[config.mk]
export PLATFORM = sky130hd
export DESIGN_NAME = sprite_line_scanner
export DESIGN_NICKNAME = d
export VERILOG_FILES = /design/src/rtl/sprite_line_scanner.sv
export SDC_FILE = /design/constraint.sdc
export NUM_CORES = 1
export LEC_CHECK = 0
export BUFFER_PORTS_ARGS = -buffer_cell sky130_fd_sc_hd__buf_4
export CORE_MARGIN = 1.5
export CORE_UTILIZATION = 43
export CTS_BUF_LIST = sky130_fd_sc_hd__clkbuf_2
export DETAILED_ROUTE_END_ITERATION = 16
export PLACE_DENSITY = 0.74
export SETUP_SLACK_MARGIN = 0.05
export SYNTH_ARGS = -nofsm -noshare
export SYNTH_HDL_FRONTEND = slang
export SYNTH_SLANG_ARGS = --single-unit
[constraint.sdc]
create_clock -name clk -period 3.88 [get_ports clk]
set_input_delay 0.97 -clock clk [delete_from_list [all_inputs] [get_ports clk]]
set_output_delay 0.97 -clock clk [all_outputs]
set_load 0.01 [all_outputs]
[src/rtl/sprite_line_scanner.sv]
// Per-scanline sprite front end: scans attribute RAM, queues hits in a ring FIFO, hands them to the drawer.
// Optional vertical flip of row_off is enabled by defining SPRITE_VFLIP_EN.
module sprite_line_scanner #(
   parameter int NUM_SPRITE = 32,
   parameter int MAX_SLOT   = 8,
   parameter int SPRITE_H   = 16,
   parameter int V_ACTIVE   = 480
) (
   input  logic                          clk,
   input  logic                          reset,
   input  logic                          start_row,
   input  logic [9:0]                    next_vcount,
   output logic [$clog2(NUM_SPRITE)-1:0] ra,
   input  logic [31:0]                   rd_data,
   output logic                          draw_valid,
   input  logic                          draw_ready,
   input  logic                          draw_idle,
   output logic [9:0]                    col_base,
   output logic                          hflip,
   output logic [7:0]                    frame_id,
   output logic [$clog2(SPRITE_H)-1:0]   row_off,
   output logic                          row_overflow,
   output logic [7:0]                    drop_count,
   output logic                          fe_done
);

   localparam int ROWW = $clog2(SPRITE_H);
   localparam int AW   = $clog2(NUM_SPRITE);
   localparam int PW   = $clog2(MAX_SLOT);
   localparam int CW   = PW + 1;

   localparam logic [AW-1:0]   RA_LAST = AW'(NUM_SPRITE - 1);
   localparam logic [CW-1:0]   FULL    = CW'(MAX_SLOT);
   localparam logic [9:0]      H10     = 10'(SPRITE_H);
   localparam logic [10:0]     V_ACT   = 11'(V_ACTIVE);
`ifdef SPRITE_VFLIP_EN
   localparam logic [ROWW-1:0] ROW_MAX = ROWW'(SPRITE_H - 1);
`endif

   typedef enum logic [1:0] {IDLE, SCAN, DRAIN} state_t;

   typedef struct packed {
      logic [9:0]      col;
      logic            hflip;
      logic [7:0]      frame;
      logic [ROWW-1:0] row_off;
   } hit_t;

   state_t          state_q, state_d;
   logic [AW-1:0]   ra_q, ra_d;
   logic            issue_q, issue_d;
   logic            pend_q, pend_d;
   logic            pend_last_q, pend_last_d;
   logic [PW-1:0]   head_q, head_d, tail_q, tail_d;
   logic [CW-1:0]   cnt_q, cnt_d;
   hit_t            out_q, out_d;
   logic            dv_q, dv_d;
   logic            ovf_q, ovf_d;
   logic [7:0]      drop_q, drop_d;
   logic            fe_q, fe_d;

   hit_t            fifo_mem [MAX_SLOT];
   hit_t            new_hit;
   logic [9:0]      y10, delta;
   logic [ROWW-1:0] roff;
   logic            hit, push, pop, drop;
   logic            unused_bits;

`ifdef SPRITE_VFLIP_EN
   assign unused_bits = ^rd_data[28:27];
`else
   assign unused_bits = ^rd_data[29:27];
`endif

   // Hit test for the word read back from the address issued last cycle.
   always_comb begin
      y10   = {1'b0, rd_data[26:18]};
      delta = next_vcount - y10;
      hit   = pend_q && rd_data[31] && (next_vcount >= y10) && (delta < H10);
`ifdef SPRITE_VFLIP_EN
      roff  = rd_data[29] ? (ROW_MAX - delta[ROWW-1:0]) : delta[ROWW-1:0];
`else
      roff  = delta[ROWW-1:0];
`endif
      new_hit = '{col: rd_data[17:8], hflip: rd_data[30], frame: rd_data[7:0], row_off: roff};
      pop   = !start_row && (!dv_q || draw_ready) && (cnt_q != '0);
      push  = !start_row && hit && ((cnt_q != FULL) || pop);
      drop  = !start_row && hit && !push;
   end

   always_comb begin
      // NOTE: every next-state variable takes its held value first so no path leaves it unassigned (no latches).
      state_d     = state_q;
      ra_d        = ra_q;
      issue_d     = issue_q;
      pend_d      = pend_q;
      pend_last_d = pend_last_q;
      head_d      = head_q;
      tail_d      = tail_q;
      cnt_d       = cnt_q;
      out_d       = out_q;
      dv_d        = dv_q;
      ovf_d       = ovf_q;
      drop_d      = drop_q;
      fe_d        = fe_q;

      if (start_row) begin
         head_d      = '0;
         tail_d      = '0;
         cnt_d       = '0;
         dv_d        = 1'b0;
         ovf_d       = 1'b0;
         drop_d      = '0;
         pend_d      = 1'b0;
         pend_last_d = 1'b0;
         issue_d     = 1'b0;
         if ({1'b0, next_vcount} < V_ACT) begin
            state_d = SCAN;
            ra_d    = '0;
            issue_d = 1'b1;
            fe_d    = 1'b0;
         end else begin
            state_d = IDLE;
            fe_d    = 1'b1;
         end
      end else begin
         pend_d      = issue_q;
         pend_last_d = issue_q && (ra_q == RA_LAST);
         if (issue_q) begin
            if (ra_q == RA_LAST) issue_d = 1'b0;
            else                 ra_d    = ra_q + 1'b1;
         end
         if (pend_q && pend_last_q) state_d = DRAIN;

         if (push) tail_d = tail_q + 1'b1;
         if (pop)  head_d = head_q + 1'b1;
         case ({push, pop})
            2'b10:   cnt_d = cnt_q + 1'b1;
            2'b01:   cnt_d = cnt_q - 1'b1;
            default: cnt_d = cnt_q;
         endcase

         if (pop) begin
            out_d = fifo_mem[head_q];
            dv_d  = 1'b1;
         end else if (draw_ready) begin
            dv_d  = 1'b0;
         end

         if (drop) begin
            ovf_d = 1'b1;
            if (drop_q != 8'hFF) drop_d = drop_q + 1'b1;
         end

         if (state_q == DRAIN && cnt_q == '0 && !dv_q && draw_idle) begin
            state_d = IDLE;
            fe_d    = 1'b1;
         end
      end
   end

   always_ff @(posedge clk or posedge reset) begin
      if (reset) begin
         state_q     <= IDLE;
         ra_q        <= '0;
         issue_q     <= 1'b0;
         pend_q      <= 1'b0;
         pend_last_q <= 1'b0;
         head_q      <= '0;
         tail_q      <= '0;
         cnt_q       <= '0;
         out_q       <= '0;
         dv_q        <= 1'b0;
         ovf_q       <= 1'b0;
         drop_q      <= '0;
         fe_q        <= 1'b1;
      end else begin
         state_q     <= state_d;
         ra_q        <= ra_d;
         issue_q     <= issue_d;
         pend_q      <= pend_d;
         pend_last_q <= pend_last_d;
         head_q      <= head_d;
         tail_q      <= tail_d;
         cnt_q       <= cnt_d;
         out_q       <= out_d;
         dv_q        <= dv_d;
         ovf_q       <= ovf_d;
         drop_q      <= drop_d;
         fe_q        <= fe_d;
      end
   end

   // NOTE: FIFO storage has no reset; cnt_q/head_q gate every read, so stale contents are never observed.
   always_ff @(posedge clk) begin
      if (push) fifo_mem[tail_q] <= new_hit;
   end

   assign ra           = ra_q;
   assign draw_valid   = dv_q;
   assign col_base     = out_q.col;
   assign hflip        = out_q.hflip;
   assign frame_id     = out_q.frame;
   assign row_off      = out_q.row_off;
   assign row_overflow = ovf_q;
   assign drop_count   = drop_q;
   assign fe_done      = fe_q;

endmodule

==> flow_metrics.env <==
export IMPL_drive_above_1_share=0.363
export IMPL_grtUsageTotal=0.179
export IMPL_grt_pass1_vias=6270
export IMPL_fin_cells=1076
export IMPL_p_per_area_nw_per_um2=516
export IMPL_rows=55
export IMPL_dpl_cell_count=973
export IMPL_final_nets=810
export IMPL_path_clk_slew_ps=110
export IMPL_total_power_mw=6.10
export IMPL_placed_cell_area_um2=11300
export IMPL_ys_flop_type="edfxtp_1"
export IMPL_postLayoutCoreUtil=0.524
export IMPL_drt_iter0_drc=345
export IMPL_hold_ws_ps=159
export IMPL_hold_buffers=0
export IMPL_setup_violations_final=0
export IMPL_max_slew_margin=0.216
export IMPL_dieArea_um2=23900
export IMPL_grt_overflow=0
export IMPL_wl_per_cell_um=18.9
export IMPL_synth_top_area_cell="edfxtp_1"
export IMPL_initial_core_util=0.438
export IMPL_p_leak_nw=4.34
export IMPL_dp_hpwl_um=12600
export IMPL_numCtsBuffers=55
export IMPL_grt_max_degree=51
export IMPL_post_synth_num_cell_types=59
export IMPL_ys_seq_area_frac=0.696
export IMPL_root_buffer="clkbuf_2"
export IMPL_synthesis_instances=594
export IMPL_place_congestion=0.790
export IMPL_antenna_found_initial=1
export IMPL_syn_area_um2=9890
export IMPL_hp_class="input port to async pin"
export IMPL_postCtsSetupRepairBufs=0
export IMPL_period_needed_ps=3340
export IMPL_synth_top_area_frac=0.559
export IMPL_cts_path_max_buffers=3
export IMPL_avgSynthCellArea_um2=16.6
export IMPL_die_w_um=155
export IMPL_finClkSkew_ps=63.8
export IMPL_final_common_cell="edfxtp_1"
export IMPL_fill_cells=1838
export IMPL_crit_required_ps=4550
export IMPL_placeableCoreArea_um2=22600
export IMPL_numClockSinks=238
export IMPL_dr_total_vias=5852
export IMPL_yosysWarnings=0
export IMPL_syn2layout_area_growth_pct=19.6
export IMPL_status="finished, final reports clean"
export IMPL_startpoint_type="input port"
export IMPL_post_cts_resized=0
export IMPL_die_height_um=155
export IMPL_wl_um=20400
export IMPL_worst_pin_slew_ps=1180
export IMPL_place_ws_ps=-269
export IMPL_final_cell_area_um2=11800
export IMPL_ant_nets=0
export IMPL_setup_worst_path_class="input port to register"
export IMPL_drc=0
export IMPL_finalHoldViolations=0
export IMPL_io_pins=86
export IMPL_viasPerCell=5.44
export IMPL_synth_edff_count=184
export IMPL_final_max_slew_viol_count=0
export IMPL_synth_nets=659
export IMPL_rsz0062_at_grt="no"
export IMPL_tns_ps=0
export IMPL_critPathCaptureType="register"
export IMPL_fin_crit_sh=0.860
export IMPL_async_flop_share=0.227
export IMPL_max_freq_mhz=300
export IMPL_htreeDepth=2
export IMPL_crit_fanout=4
export IMPL_layout_common_cells="184 x edfxtp_1, 108 x buf_4, 84 x clkbuf_2"
export IMPL_io_buffers=82
export IMPL_firstDrtPassIters=5
export IMPL_max_cap_violations=0
export IMPL_synth_area_top_cells="edfxtp_1 56%, dfrtp_1 13%, mux4_2 10%, mux2i_1 2.8%, ha_1 2.0%"
export IMPL_max_vdd_ir_drop_uv=228
export IMPL_fin_ws_ps=544
export IMPL_grt_first_pass_wirelength_um=33100
export IMPL_clock_latency_ps=830
export IMPL_ys_ff_latch=238
export IMPL_critical_path_arrival_ps=4010
export IMPL_cts_tree="yes"
## Yosys cell counts, types with 5 or more instances
master and n:
nand2_1 24, nand3_1 10, nor2b_1 8, mux4_2 46, nor3_1 9, dfrtp_1 53, nand4_1 6, a21oi_1 34
inv_1 18, o21ai_0 7, buf_1 6, edfxtp_1 184, mux2i_1 28, nor2_1 41, ha_1 16, clkbuf_1 16
nand2b_1 5
## state kept, by name, summed over array words and instances, names as in the netlist
signal and count:
row_off 4, fifo_mem 184, col_base 10, hflip 1
tail_q 3, draw_valid 1, cnt_q 4, fe_done 1
state_q 2, ra 5, pend_q 1, row_overflow 1
drop_count 8, issue_q 1, pend_last_q 1, frame_id 8
head_q 3
## kinds of logic (layout without fill, tap and decap cells)
kind of cell | count (synthesis) | after routing | synth area share
compound gates | 80 | 80 | 0.0523
buf+inv | 42 | 238 | 0.0168
simple gates | 132 | 132 | 0.0683
flops | 238 | 238 | 0.696
mux | 77 | 77 | 0.137
other cells | 0 | 1 | 0
fa+ha+maj | 18 | 18 | 0.0243
xor+xnor | 7 | 7 | 0.00620
## critical path: stages
cell      delay (ps)
buf_4            140
inv_12            50
ha_4             120
inv_2             40
fa_2             410
a211oi_2         200
o21ai_1          110
a211o_1          330
and2_4           160
nor4b_4          280
nor3_1           150
ha_1             300
a21o_1           180
a21oi_1          200
and2_1           170
and2_0           130
o32ai_1           80
## layout make-up
cell class	count	area, um^2	area share
inverter	18	80.1	0.00677
clock inverter	18	108	0.00910
tap	285	357	0.0302
timing repair buffer	118	1010	0.0855
multi-input combinational	314	2970	0.251
clock buffer	84	420	0.0355
antenna	1	2.50	0.000212
sequential	238	6880	0.582
## layer usage
layer	up-vias	wire, um	global-route usage
met5	-	0	0
met4	0	397	0.0646
met3	38	1130	0.0395
met2	172	10500	0.309
met1	2968	8410	0.223
li1	2674	-	-
## power breakdown
| group | total (mW) | internal, mW | switching, mW |
|---|---|---|---|
| clock | 1.60 | 0.651 | 0.947 |
| sequential | 3.09 | 2.91 | 0.178 |
| combinational | 1.41 | 0.708 | 0.699 |
| total | 6.10 | 4.27 | 1.82 |
## final timing paths
path | from | end | slack, ps | cells past startpoint
min in group clk | rd_data[5] | fifo_mem[6][9] | 360 | 1
max in group asynchronous | reset | head_q[2] | 2760 | 3
setup reg to reg | cnt_q[0] | drop_count[5] | 1090 | 8
setup / recovery | next_vcount[0] | cnt_q[3] | 540 | 17
hold reg to reg | fe_done | fe_done | 470 | 2
hold / removal | reset | frame_id[6] | 160 | 2
Note: power is estimated with default switching activity, not from simulation.
